$ cat config.mk
export PLATFORM = sky130hd
export DESIGN_NAME = seg_mux_reader
export DESIGN_NICKNAME = d
export VERILOG_FILES = /design/src/rtl/seg_pkg.sv /design/src/rtl/seg_glyph_decode.sv /design/src/rtl/seg_mux_reader.sv
export SDC_FILE = /design/constraint.sdc
export NUM_CORES = 1
export LEC_CHECK = 0
export ABC_AREA = 1
export CORE_MARGIN = 2
export CORE_UTILIZATION = 30
export DETAILED_ROUTE_END_ITERATION = 12
export GPL_ROUTABILITY_DRIVEN = 1
export MAX_ROUTING_LAYER = met4
export PLACE_DENSITY_LB_ADDON = 0.05
export SYNTH_ARGS = -nofsm -noshare
export SYNTH_HDL_FRONTEND = slang
export SYNTH_SLANG_ARGS = --single-unit
$ cat constraint.sdc
create_clock -name clk -period 3.9 [get_ports clk]
set_clock_uncertainty 0.05 [all_clocks]
set_input_delay 0.39 -clock clk [delete_from_list [all_inputs] [get_ports clk]]
set_output_delay 0.39 -clock clk [all_outputs]
set_load 0.02 [all_outputs]
$ cat src/rtl/seg_pkg.sv
// rtl/seg_pkg.sv - shared constants, helpers and FSM state type for the 7-segment bus reader
//
// Purpose: hex glyph table (segment a = bit 0 .. g = bit 6, active-high),
//          segment bit positions, a one-hot test for the 4-bit anode bus and
//          the capture FSM state type.
// Ports:   none (package).
package seg_pkg;

  localparam int SEG_A  = 0;
  localparam int SEG_G  = 6;
  localparam int SEG_DP = 7;

  // Entry k is the active-high a..g pattern that displays hex digit k.
  localparam logic [15:0][6:0] GLYPHS = {
    7'h71, 7'h79, 7'h5E, 7'h39,   // F E d C
    7'h7C, 7'h77, 7'h6F, 7'h7F,   // b A 9 8
    7'h07, 7'h7D, 7'h6D, 7'h66,   // 7 6 5 4
    7'h4F, 7'h5B, 7'h06, 7'h3F    // 3 2 1 0
  };

  typedef enum logic [1:0] {
    ST_IDLE,
    ST_SETTLE,
    ST_CAPTURE,
    ST_HOLD
  } state_e;

  function automatic logic is_onehot4(input logic [3:0] v);
    case (v)
      4'b0001, 4'b0010, 4'b0100, 4'b1000: return 1'b1;
      default:                            return 1'b0;
    endcase
  endfunction

endpackage

$ cat src/rtl/seg_glyph_decode.sv
// rtl/seg_glyph_decode.sv - combinational 7-segment pattern to hex digit decoder
//
// Purpose: looks up an active-high a..g pattern in the hex glyph table.
// Ports:   pattern_i  7  segment pattern, bit 0 = a .. bit 6 = g
//          ok_o       1  pattern is one of the 16 hex glyphs
//          code_o     4  matching hex value, 0 when ok_o is 0
module seg_glyph_decode
  import seg_pkg::*;
(
  input  logic [6:0] pattern_i,
  output logic       ok_o,
  output logic [3:0] code_o
);

  always_comb begin
    ok_o   = 1'b0;
    code_o = 4'h0;
    // Glyphs are all distinct, so at most one entry can match.
    for (int k = 0; k < 16; k++) begin
      if (pattern_i == GLYPHS[k]) begin
        ok_o   = 1'b1;
        code_o = 4'(k);
      end
    end
  end

endmodule

$ cat src/rtl/seg_mux_reader.sv
// rtl/seg_mux_reader.sv - reads back a multiplexed 4-digit 7-segment display bus
//
// Purpose: registers and inverts the active-low bus, waits for the anode and
//          segment lines to be stable for SETTLE_CYCLES, then captures the
//          selected digit, decodes it to hex, tracks complete frames and
//          flags a stale bus after TIMEOUT_CYCLES without a capture.
// Ports:   clk            system clock
//          rst            synchronous reset, active-high
//          seg_n[7:0]     segment lines, active-low, bit 0 = a .. bit 6 = g, bit 7 = dp
//          an_n[3:0]      anode lines, active-low, bit i selects digit i
//          digit_raw[31:0]   captured patterns, active-high, digit i in [8i+7:8i]
//          digit_code[15:0]  decoded hex, digit i in [4i+3:4i]
//          code_ok[3:0]      digit i matched a hex glyph
//          frame_valid       1-cycle pulse when all four digits have been captured
//          frame_changed     with frame_valid, frame differs from the previous one
//          stale             no capture for TIMEOUT_CYCLES
module seg_mux_reader
  import seg_pkg::*;
#(
  parameter int SETTLE_CYCLES  = 16,
  parameter int TIMEOUT_CYCLES = 1048576,
  parameter int CNT_W          = 21
) (
  input  logic        clk,
  input  logic        rst,
  input  logic [7:0]  seg_n,
  input  logic [3:0]  an_n,
  output logic [31:0] digit_raw,
  output logic [15:0] digit_code,
  output logic [3:0]  code_ok,
  output logic        frame_valid,
  output logic        frame_changed,
  output logic        stale
);

  localparam int               SET_W       = $clog2(SETTLE_CYCLES + 1);
  localparam logic [SET_W-1:0] SETTLE_LAST = SET_W'(SETTLE_CYCLES - 1);
  localparam logic [CNT_W-1:0] TIMEOUT_MAX = CNT_W'(TIMEOUT_CYCLES);

  // Input stage: current registered bus and its value one cycle earlier.
  logic [7:0] seg_q, seg_prev_q;
  logic [3:0] an_q,  an_prev_q;

  state_e           state_q, state_d;
  logic [SET_W-1:0] settle_q, settle_d;
  logic [CNT_W-1:0] to_cnt_q, to_cnt_d;
  logic [3:0]       seen_q, seen_d;
  logic [31:0]      prev_q, prev_d;
  logic [31:0]      raw_q, raw_d;
  logic [15:0]      code_q, code_d;
  logic [3:0]       ok_q, ok_d;
  logic             fv_q, fv_d;
  logic             fc_q, fc_d;

  logic       changed;
  logic       capture;
  logic       dec_ok;
  logic [3:0] dec_code;
  logic [3:0] seen_merge;

  // Anode and segment changes in the same cycle count as a single change.
  assign changed = (seg_q != seg_prev_q) || (an_q != an_prev_q);

  // The capture cycle uses the previous-cycle bus: it is the value that was
  // proven stable, and stays correct even if the bus moves during CAPTURE.
  seg_glyph_decode u_decode (
    .pattern_i (seg_prev_q[SEG_G:SEG_A]),
    .ok_o      (dec_ok),
    .code_o    (dec_code)
  );

  always_ff @(posedge clk) begin
    if (rst) begin
      seg_q      <= 8'h00;
      an_q       <= 4'h0;
      seg_prev_q <= 8'h00;
      an_prev_q  <= 4'h0;
      state_q    <= ST_IDLE;
      settle_q   <= '0;
      to_cnt_q   <= '0;
      seen_q     <= 4'h0;
      prev_q     <= 32'h0;
      raw_q      <= 32'h0;
      code_q     <= 16'h0;
      ok_q       <= 4'h0;
      fv_q       <= 1'b0;
      fc_q       <= 1'b0;
    end else begin
      seg_q      <= ~seg_n;
      an_q       <= ~an_n;
      seg_prev_q <= seg_q;
      an_prev_q  <= an_q;
      state_q    <= state_d;
      settle_q   <= settle_d;
      to_cnt_q   <= to_cnt_d;
      seen_q     <= seen_d;
      prev_q     <= prev_d;
      raw_q      <= raw_d;
      code_q     <= code_d;
      ok_q       <= ok_d;
      fv_q       <= fv_d;
      fc_q       <= fc_d;
    end
  end

  // Capture FSM.
  always_comb begin
    state_d  = state_q;
    settle_d = settle_q;
    capture  = 1'b0;
    case (state_q)
      ST_IDLE: begin
        if (is_onehot4(an_q)) begin
          state_d  = ST_SETTLE;
          settle_d = SET_W'(1);
        end
      end
      ST_SETTLE: begin
        if (changed) begin
          state_d  = is_onehot4(an_q) ? ST_SETTLE : ST_IDLE;
          settle_d = is_onehot4(an_q) ? SET_W'(1) : '0;
        end else begin
          settle_d = settle_q + SET_W'(1);
          if (settle_q == SETTLE_LAST) begin
            state_d = ST_CAPTURE;
          end
        end
      end
      ST_CAPTURE: begin
        capture = 1'b1;
        if (changed) begin
          state_d  = is_onehot4(an_q) ? ST_SETTLE : ST_IDLE;
          settle_d = is_onehot4(an_q) ? SET_W'(1) : '0;
        end else begin
          state_d = ST_HOLD;
        end
      end
      ST_HOLD: begin
        if (changed) begin
          state_d  = is_onehot4(an_q) ? ST_SETTLE : ST_IDLE;
          settle_d = is_onehot4(an_q) ? SET_W'(1) : '0;
        end
      end
      default: begin
        state_d  = ST_IDLE;
        settle_d = '0;
      end
    endcase
  end

  // Digit registers, frame tracking and timeout.
  always_comb begin
    to_cnt_d   = to_cnt_q;
    seen_d     = seen_q;
    prev_d     = prev_q;
    raw_d      = raw_q;
    code_d     = code_q;
    ok_d       = ok_q;
    fv_d       = 1'b0;
    fc_d       = 1'b0;
    seen_merge = seen_q | an_prev_q;
    if (capture) begin
      to_cnt_d = '0;
      for (int k = 0; k < 4; k++) begin
        if (an_prev_q[k]) begin
          raw_d[8*k +: 8]  = {seg_prev_q[SEG_DP], seg_prev_q[SEG_G:SEG_A]};
          code_d[4*k +: 4] = dec_code;
          ok_d[k]          = dec_ok;
        end
      end
      if (seen_merge == 4'hF) begin
        fv_d   = 1'b1;
        fc_d   = (raw_d != prev_q);
        prev_d = raw_d;
        seen_d = 4'h0;
      end else begin
        seen_d = seen_merge;
      end
    end else if (to_cnt_q != TIMEOUT_MAX) begin
      to_cnt_d = to_cnt_q + CNT_W'(1);
      // A frame must not span a stale gap, so partial progress is dropped.
      if (to_cnt_d == TIMEOUT_MAX) begin
        seen_d = 4'h0;
      end
    end
  end

  assign digit_raw     = raw_q;
  assign digit_code    = code_q;
  assign code_ok       = ok_q;
  assign frame_valid   = fv_q;
  assign frame_changed = fc_q;
  assign stale         = (to_cnt_q == TIMEOUT_MAX);

endmodule

# == After elaboration in Yosys (flattened, before gate mapping) ==
# Index checks and enable logic that the tools add are counted.
# word_totals
ram_bits,0
out_inout_bits,55
inputBits,14
regBits,142
rom_bits,0
latch_bits,0
mem_count,0
# classes
n_reduce_logical,16
n_shift,0
mul,0
magnitude_cmp,0
div,0
n_addsub,2
bitwise,5
n_eq_ne,35
mux,68
# ops
operator,count
$eq 7x7->1 const B,12
$mux 8,8
$mux 4,12
$eq 21x21->1 const B,2
$ne 32x32->1,1
$mux 1,31
$add 21x1->21 const B,1
$ne 21x21->1 const B,1
$mux 5,4
$pmux 5 s4,1
$eq 7x3->1 const B,2
$eq 7x6->1 const B,2
$mux 2,7
$mux 3,4
$reduce_and 2->1,6
$eq 4x4->1 const B,2
$ne 8x8->1,1
$not 8->8,1
$pmux 2 s4,1
$ne 2x2->1 const B,3
$reduce_and 3->1,2
$add 5x1->5 const B,1
$eq 5x4->1 const B,1
$eq 2x2->1 const B,2
other kinds (15),18

# == Longest topological paths before layout ==
# Gate-level depths: netlist (run 1).
# depth
depth_word,17
depth_mapped,14

# == Hierarchy ==
# From an unflattened synthesis (run 1), not the netlist that was laid out.
# hier_totals
cells_unflattened,950
area_unflattened_um2,6621.4
# modules_own_cells
mod,instances,area_each_um2,cells_per_inst
seg_mux_reader,1,6336.1,888
seg_glyph_decode,1,285.3,62

# == Worst setup path before layout (run 1) ==
# Ideal clock, no wire load.
# synth_path
path_type,register to register
startpoint,reg to_cnt_q[1]
endpoint,reg seen_q[1]
path_slack_ns,2.131
t_arrival_ns,1.587
stages_incl_launch_ff,15
required_time_ns,3.718
setup_ns,0.132
path_cell_list,dfxtp_1 > ha_1 > nand3_2 > inv_2 > nand2_2 > nor2_1 > nand2_1 > nand2_1 > nand2_1 > nor2_1 > nand2_1 > nor2_2 > nand2_2 > nand3_1 > a21oi_1
# synth_via
elab_chain_len,4
word_cells_on_any_way,6
cone_classes,1 x add/sub; 2 x eq/ne; 3 x reduce/logical
# synth_rtl
item,line,rtl
from (decl),seg_mux_reader.sv:46,"logic [CNT_W-1:0] to_cnt_q, to_cnt_d;"
from (signal assigned),seg_mux_reader.sv:95,to_cnt_q <= to_cnt_d;
$add 21x1->21,seg_mux_reader.sv:180,to_cnt_d = to_cnt_q + CNT_W'(1);
$eq 21x21->1,seg_mux_reader.sv:182,if (to_cnt_d == TIMEOUT_MAX) begin
$reduce_bool 2->1 (no source line),--,
$reduce_and 2->1 (no source line) *,--,
to (signal assigned),seg_mux_reader.sv:96,seen_q <= seen_d;
to (decl),seg_mux_reader.sv:47,"logic [3:0] seen_q, seen_d;"
# Mark *: on every way between the ends. The rest lies on a longest branch, timed or not.
# A chain may end at the register's enable or synchronous reset.

# == Worst setup path after layout (run 1) ==
# layout_path
startpoint,reg to_cnt_q[5]
endpoint,out stale
# layout_via
elab_chain_len,1
# layout_rtl
item,line,rtl
$eq 21x21->1,seg_mux_reader.sv:193,assign stale = (to_cnt_q == TIMEOUT_MAX);
to (decl),seg_mux_reader.sv:33,output logic stale
# Every way passes these cells.

==> results of run 1 <==
## report_power, final
group | total (mW) | switching, mW | internal (mW)
sequential | 1.50 | 0.0289 | 1.47
combinational | 0.136 | 0.0908 | 0.0455
clock | 1.78 | 0.655 | 1.13
total | 3.41 | 0.774 | 2.64
## flip-flops by register name, indices dropped and copies added, names as in the netlist
signal and flops:
digit_code 16, frame_valid 1, an_prev_q 4, seen_q 4, code_ok 4, prev_q 32
frame_changed 1, settle_q 5, an_q 4, digit_raw 32, seg_prev_q 8, seg_q 8
state_q 2, to_cnt_q 21
## cells in the final DEF (no fill, tap or decap), drive strengths merged
cell	count
nand3	55
clkdlybuf4s50	67
o21a	2
nand3b	4
clkinv	2
o21ai	100
o41ai	1
a21oi	64
o22a	2
buf	8
clkinvlp	5
or2	1
nor2	111
bufinv	4
clkbuf	20
dfxtp	142
o22ai	1
nor3	17
inv	108
xnor2	1
o31ai	1
and3	1
a211oi	1
o21bai	12
xor2	34
nor4	7
ha	4
nand4	22
nand2	219
## cells by family after synthesis
family | Yosys count | synth area share [%]
simple gates | 437 | 28.7
compound gates | 184 | 14.7
flops | 142 | 42.8
buf+inv | 145 | 8.51
fa+ha+maj | 4 | 0.753
xor+xnor | 35 | 4.61
## per-stage QoR
step / power [mW] / hold WS (ps) / instance area, um^2 / utilization, %
3_3_place_gp: 1.67 / 383 / 7560 / 34.7
4_1_cts: 3.47 / 395 / 8210 / 37.7
3_5_place_dp: 1.67 / 386 / 7560 / 34.7
6_report: 3.41 / 395 / 8210 / 37.7
5_1_grt: 3.55 / 411 / 8210 / 37.7
2_1_floorplan: 1.61 / 365 / 6640 / -
## layer usage
| metal | vias up | routed length, um | global-route usage [%] |
|---|---|---|---|
| met4 | 0 | 138 | 4.45 |
| met2 | 119 | 8230 | 25.0 |
| met3 | 9 | 721 | 3.54 |
| met1 | 2720 | 10100 | 24.0 |
| li1 | 3199 | - | - |
| met5 | - | 0 | - |
## tightest hold or removal path, delay by kind of cell, from the launching register on
| family | cells | cell delay [ps] |
|---|---|---|
| simple gates | 1 | 40 |
| buf+inv | 1 | 60 |
| flops | 1 | 310 |
## cell type report
cell class | count | share of cell area, %
Sequential cell | 142 | 34.6
Timing Repair Buffer | 75 | 8.87
Tap cell | 280 | 4.27
Clock inverter | 12 | 2.24
Clock buffer | 20 | 5.69
Inverter | 107 | 4.89
Multi-Input combinational cell | 660 | 39.4
## worst min path at each step
stage | endpoint | cells after the start | slack, ps | startpoint
finish | seg_prev_q[4] | 2 | 390 | seg_q[4]
floorplan | seg_prev_q[2] | 2 | 360 | seg_q[2]
detailed placement | seg_prev_q[2] | 2 | 390 | seg_q[2]
global placement | seg_prev_q[2] | 2 | 380 | seg_q[2]
global route | seg_prev_q[2] | 2 | 410 | seg_q[2]
CTS | seg_prev_q[2] | 2 | 390 | seg_q[2]
==> results.sh, run 1 <==
export IMPL_routed_wl_um=19200
export IMPL_syn_area_per_cell_um2=7.02
export IMPL_firstDrtPassIters=5
export IMPL_clk_pin_slew_ps=60
export IMPL_yosysSeqAreaShare_pct=42.8
export IMPL_path_class="reg2out"
export IMPL_ant_nets=0
export IMPL_area_growth_syn_to_layout_pct=23.6
export IMPL_ir_worst_vdd_mv=0.267
export IMPL_fillerInstances=2327
export IMPL_max_slew_margin_pct=44.4
export IMPL_r2r_end="seen_q[2]"
export IMPL_path_max_fanout=5
export IMPL_die_x_um=153
export IMPL_netlist_area_um2=6640
export IMPL_hp_class="reg2reg"
export IMPL_crit_path_frequent_cell="inv_1"
export IMPL_end_kind="output pin"
export IMPL_synth_edf_count=0
export IMPL_wl_per_cell_um=14.8
export IMPL_die_y_um=153
export IMPL_hold_viol_final=0
export IMPL_via_count=6047
export IMPL_maxCapViolCount=0
export IMPL_h_tree_depth=4
export IMPL_cp_data_required_time_ps=3460
export IMPL_place_hpwl_um=13500
export IMPL_crit_family="buffers and inverters"
export IMPL_multi_input_area_um2=3240
export IMPL_cts_resized=0
export IMPL_clock_tree_buffer_depth=2
export IMPL_maxSlewViolCount=0
export IMPL_slowest_stage="clkdlybuf4s50_1"
export IMPL_cts_buffers=17
export IMPL_clkSinkCount=142
export IMPL_antenna_found_initial=0
export IMPL_insertion_delay_ps=420
export IMPL_fin_crit_sh_pct=67.9
export IMPL_postSynth_asyncResetShare_pct=0
export IMPL_viasPerCell=4.67
export IMPL_yosysTopAreaCell="dfxtp_1"
export IMPL_drc=0
export IMPL_cts_tree="done"
export IMPL_ff2ff_path_depth=14
export IMPL_place_inst=1264
export IMPL_core_area_um2=21800
export IMPL_track_usage_pct=17.1
export IMPL_setup_viol=0
export IMPL_fin_cells=1296
export IMPL_synthesis_nets=965
export IMPL_arrival_ps=2210
export IMPL_startpoint="to_cnt_q[5]"
export IMPL_cts_hold_buf=0
export IMPL_drt_initial_drc_count=408
export IMPL_fmax_mhz=378
export IMPL_outcome="finished, final reports clean"
export IMPL_netlist_top_cells_count="213 x nand2_1, 142 x dfxtp_1, 102 x nor2_1, 101 x inv_1, 91 x o21ai_0"
export IMPL_grt_pass1_vias=5610
export IMPL_powerDensity_nw_per_um2=416
export IMPL_drive_gt1_share_pct=6.79
export IMPL_start_kind="flip-flop"
export IMPL_io_pins=69
export IMPL_antenna_cells=0
export IMPL_path_buf_inv=3
export IMPL_final_nets=1021
export IMPL_worst_pin_slew_ps=834
export IMPL_r2r_slack_ps=1660
export IMPL_gr_total_overflow=0
export IMPL_ys_warnings_count=0
export IMPL_place_gp_congestion=0.836
export IMPL_die_area_um2=23400
export IMPL_synth_cell_type_count=34
export IMPL_num_rows=54
export IMPL_cp_cell_sequence="nor4_1 -> nand4_1 -> inv_1 -> nand3_1 -> inv_1 -> clkdlybuf4s50_1"
export IMPL_synthCells=947
export IMPL_io_buffer_count=68
export IMPL_cts_root_buf="clkbuf_16"
export IMPL_fin_ws_ps=1250
export IMPL_p_leak_nw=3.35
export IMPL_start_util_pct=30.5
export IMPL_finalSetupTns_ps=0
export IMPL_r2r_start="to_cnt_q[0]"
export IMPL_cp_depth=6
export IMPL_postCtsSetupRepairBufs=0
export IMPL_post_synth_top_area_fraction_pct=42.8
export IMPL_rsz0062_at_grt="no"
export IMPL_synth_ff_type="dfxtp_1"
export IMPL_seq_area_um2=2840
export IMPL_synth_seq_cells=142
export IMPL_cp_endpoint="stale"
export IMPL_grt_pass1_wl_um=30700
export IMPL_pre_cts_slack_ps=1690
export IMPL_slowest_delay_ps=620
export IMPL_yosysMostFrequentCell="nand2_1"
export IMPL_period_needed_ps=2650
export IMPL_grt_max_degree=52
export IMPL_synth_area_leaders="dfxtp_1 43%, nand2_1 12%, o21ai_0 6.9%"
Power figures use the tool's default switching activity.
==> inputs of run 2 (changes only) <==
Clock period 3.9 ns to 2.2 ns, I/O delays scaled along.
==> results.sh, run 2 (same netlist as run 1, synthesis figures left out) <==
export IMPL_outcome="finished, final reports clean"
export IMPL_final_nets=1051
export IMPL_start_util_pct=30.5
export IMPL_wl_per_cell_um=14.5
export IMPL_grt_max_degree=55
export IMPL_grt_pass1_wl_um=31500
export IMPL_clkSinkCount=142
export IMPL_cts_tree="done"
export IMPL_antenna_found_initial=0
export IMPL_setup_viol=0
export IMPL_end_kind="flip-flop"
export IMPL_postCtsSetupRepairBufs=0
export IMPL_arrival_ps=2300
export IMPL_routed_wl_um=19300
export IMPL_maxCapViolCount=0
export IMPL_power_switching_mw=1.38
export IMPL_fmax_mhz=493
export IMPL_worst_pin_slew_ps=545
export IMPL_swShare_pct=23.1
export IMPL_ir_worst_vdd_mv=0.429
export IMPL_hp_class="in2reg"
export IMPL_max_slew_margin_pct=63.2
export IMPL_maxSlewViolCount=0
export IMPL_insertion_delay_ps=420
export IMPL_p_leak_nw=3.52
export IMPL_io_pins=69
export IMPL_cts_root_buf="clkbuf_16"
export IMPL_place_gp_congestion=0.846
export IMPL_clk_pin_slew_ps=60
export IMPL_drt_initial_drc_count=302
export IMPL_seqPwrFrac_pct=44.1
export IMPL_internal_power_mw=4.60
export IMPL_period_needed_ps=2030
export IMPL_hold_viol_final=0
export IMPL_gr_total_overflow=0
export IMPL_track_usage_pct=17.5
export IMPL_cp_data_required_time_ps=2470
export IMPL_clock_tree_buffer_depth=2
export IMPL_finalSetupTns_ps=0
export IMPL_antenna_cells=0
export IMPL_io_buffer_count=68
export IMPL_path_max_fanout=9
export IMPL_share_comb_of_total_power_pct=4.7
export IMPL_die_area_um2=23400
export IMPL_cts_buffers=17
export IMPL_final_cell_mix="213 x nand2_1, 142 x dfxtp_1, 102 x nor2_1"
export IMPL_fillerInstances=2336
export IMPL_grt_pass1_vias=5912
export IMPL_start_kind="flip-flop"
export IMPL_clkPwrFrac_pct=51.2
export IMPL_num_rows=54
export IMPL_layout_commonest_cell="nand2_1"
export IMPL_ant_nets=0
export IMPL_place_hpwl_um=14000
export IMPL_die_y_um=153
export IMPL_h_tree_depth=4
export IMPL_total_power_mw=5.98
export IMPL_powerDensity_nw_per_um2=708
export IMPL_firstDrtPassIters=5
export IMPL_die_x_um=153
export IMPL_drive_gt1_share_pct=9.85
export IMPL_rsz0062_at_grt="no"
export IMPL_drc=0
export IMPL_core_area_um2=21800
export IMPL_path_class="reg2reg"
export IMPL_via_count=6135
export IMPL_fin_crit_sh_pct=92.2
export IMPL_viasPerCell=4.63
export IMPL_area_growth_syn_to_layout_pct=27.1
==> run 2: cell count changes in the layout (fill, tap and decap cells not counted), moves of 2 or more <==
cell | before | now
buf_4 | 7 | 35
clkinv_2 | 0 | 5
clkbuf_8 | 3 | 0
clkinvlp_4 | 5 | 2
buf_12 | 0 | 2
==> run 2: worst paths after layout <==
kind / from / cells past startpoint / slack [ps] / endpoint
worst max-delay path: seg_prev_q[0] / 8 / 170 / frame_changed
worst min-delay path: rst / 3 / 230 / an_q[2]
worst max register to register: seg_prev_q[0] / 8 / 170 / frame_changed
worst min register to register: seg_q[2] / 2 / 380 / seg_prev_q[2]
==> run 2: final cells by class <==
type / count / area [um^2] / area share [%]
Multi-Input combinational cell: 660 / 3250 / 38.5
Inverter: 107 / 402 / 4.75
Timing Repair Buffer: 105 / 980 / 11.6
Clock inverter: 15 / 195 / 2.31
Clock buffer: 17 / 425 / 5.04
Sequential cell: 142 / 2840 / 33.7
Tap cell: 280 / 350 / 4.15
==> run 2: worst max-delay path: stages (launching register included) <==
cell and delay, ps:
dfxtp_1 620, inv_1 190, o21ai_0 370, xor2_1 190
nand2_1 90, nor3_1 130, nand4_1 120, nor2_1 120
nor2_1 50
==> run 2: power groups by stage <==
stage / combinational, mW / clock, mW / sequential (mW)
final: 0.281 / 3.06 / 2.64
after global routing: 0.320 / 3.28 / 2.64
after CTS: 0.285 / 3.13 / 2.64
after detailed placement: 0.284 / 0 / 2.70
after global placement: 0.288 / 0 / 2.70
after floorplan: 0.182 / 0 / 2.68
==> run 2: stage by stage <==
| stage | util, % | area, um^2 | setup slack (ps) | hold slack [ps] | std cells |
|---|---|---|---|---|---|
| detailed placement | 35.9 | 7810 | 141 | 378 | 1294 |
| global route | 38.8 | 8450 | 9.35 | 251 | 1326 |
| CTS | 38.8 | 8430 | 27.9 | 233 | 1326 |
| finish | 38.8 | 8450 | 173 | 229 | 1326 |
| global placement | 35.9 | 7810 | 44.0 | 374 | 1294 |
| floorplan | - | 6640 | 431 | 237 | 947 |
==> run 2: routing by layer <==
layer  GRT usage [%]  share of wire (%)  wire (um)  up-vias
met5               -                  0          0        -
met4            4.50                1.1        207        0
met3            3.91                3.9        756       14
met2            25.6                 42       8150      115
met1            24.4                 53      10200     2770
li1                -                  -          -     3236
==> run 2: what timing repair did <==
action	4_1_cts	5_1_grt
gates cloned	0	0
gates resized for setup	3	4
hold buffers	0	0
setup endpoints to repair	1	5
pin swaps	0	0
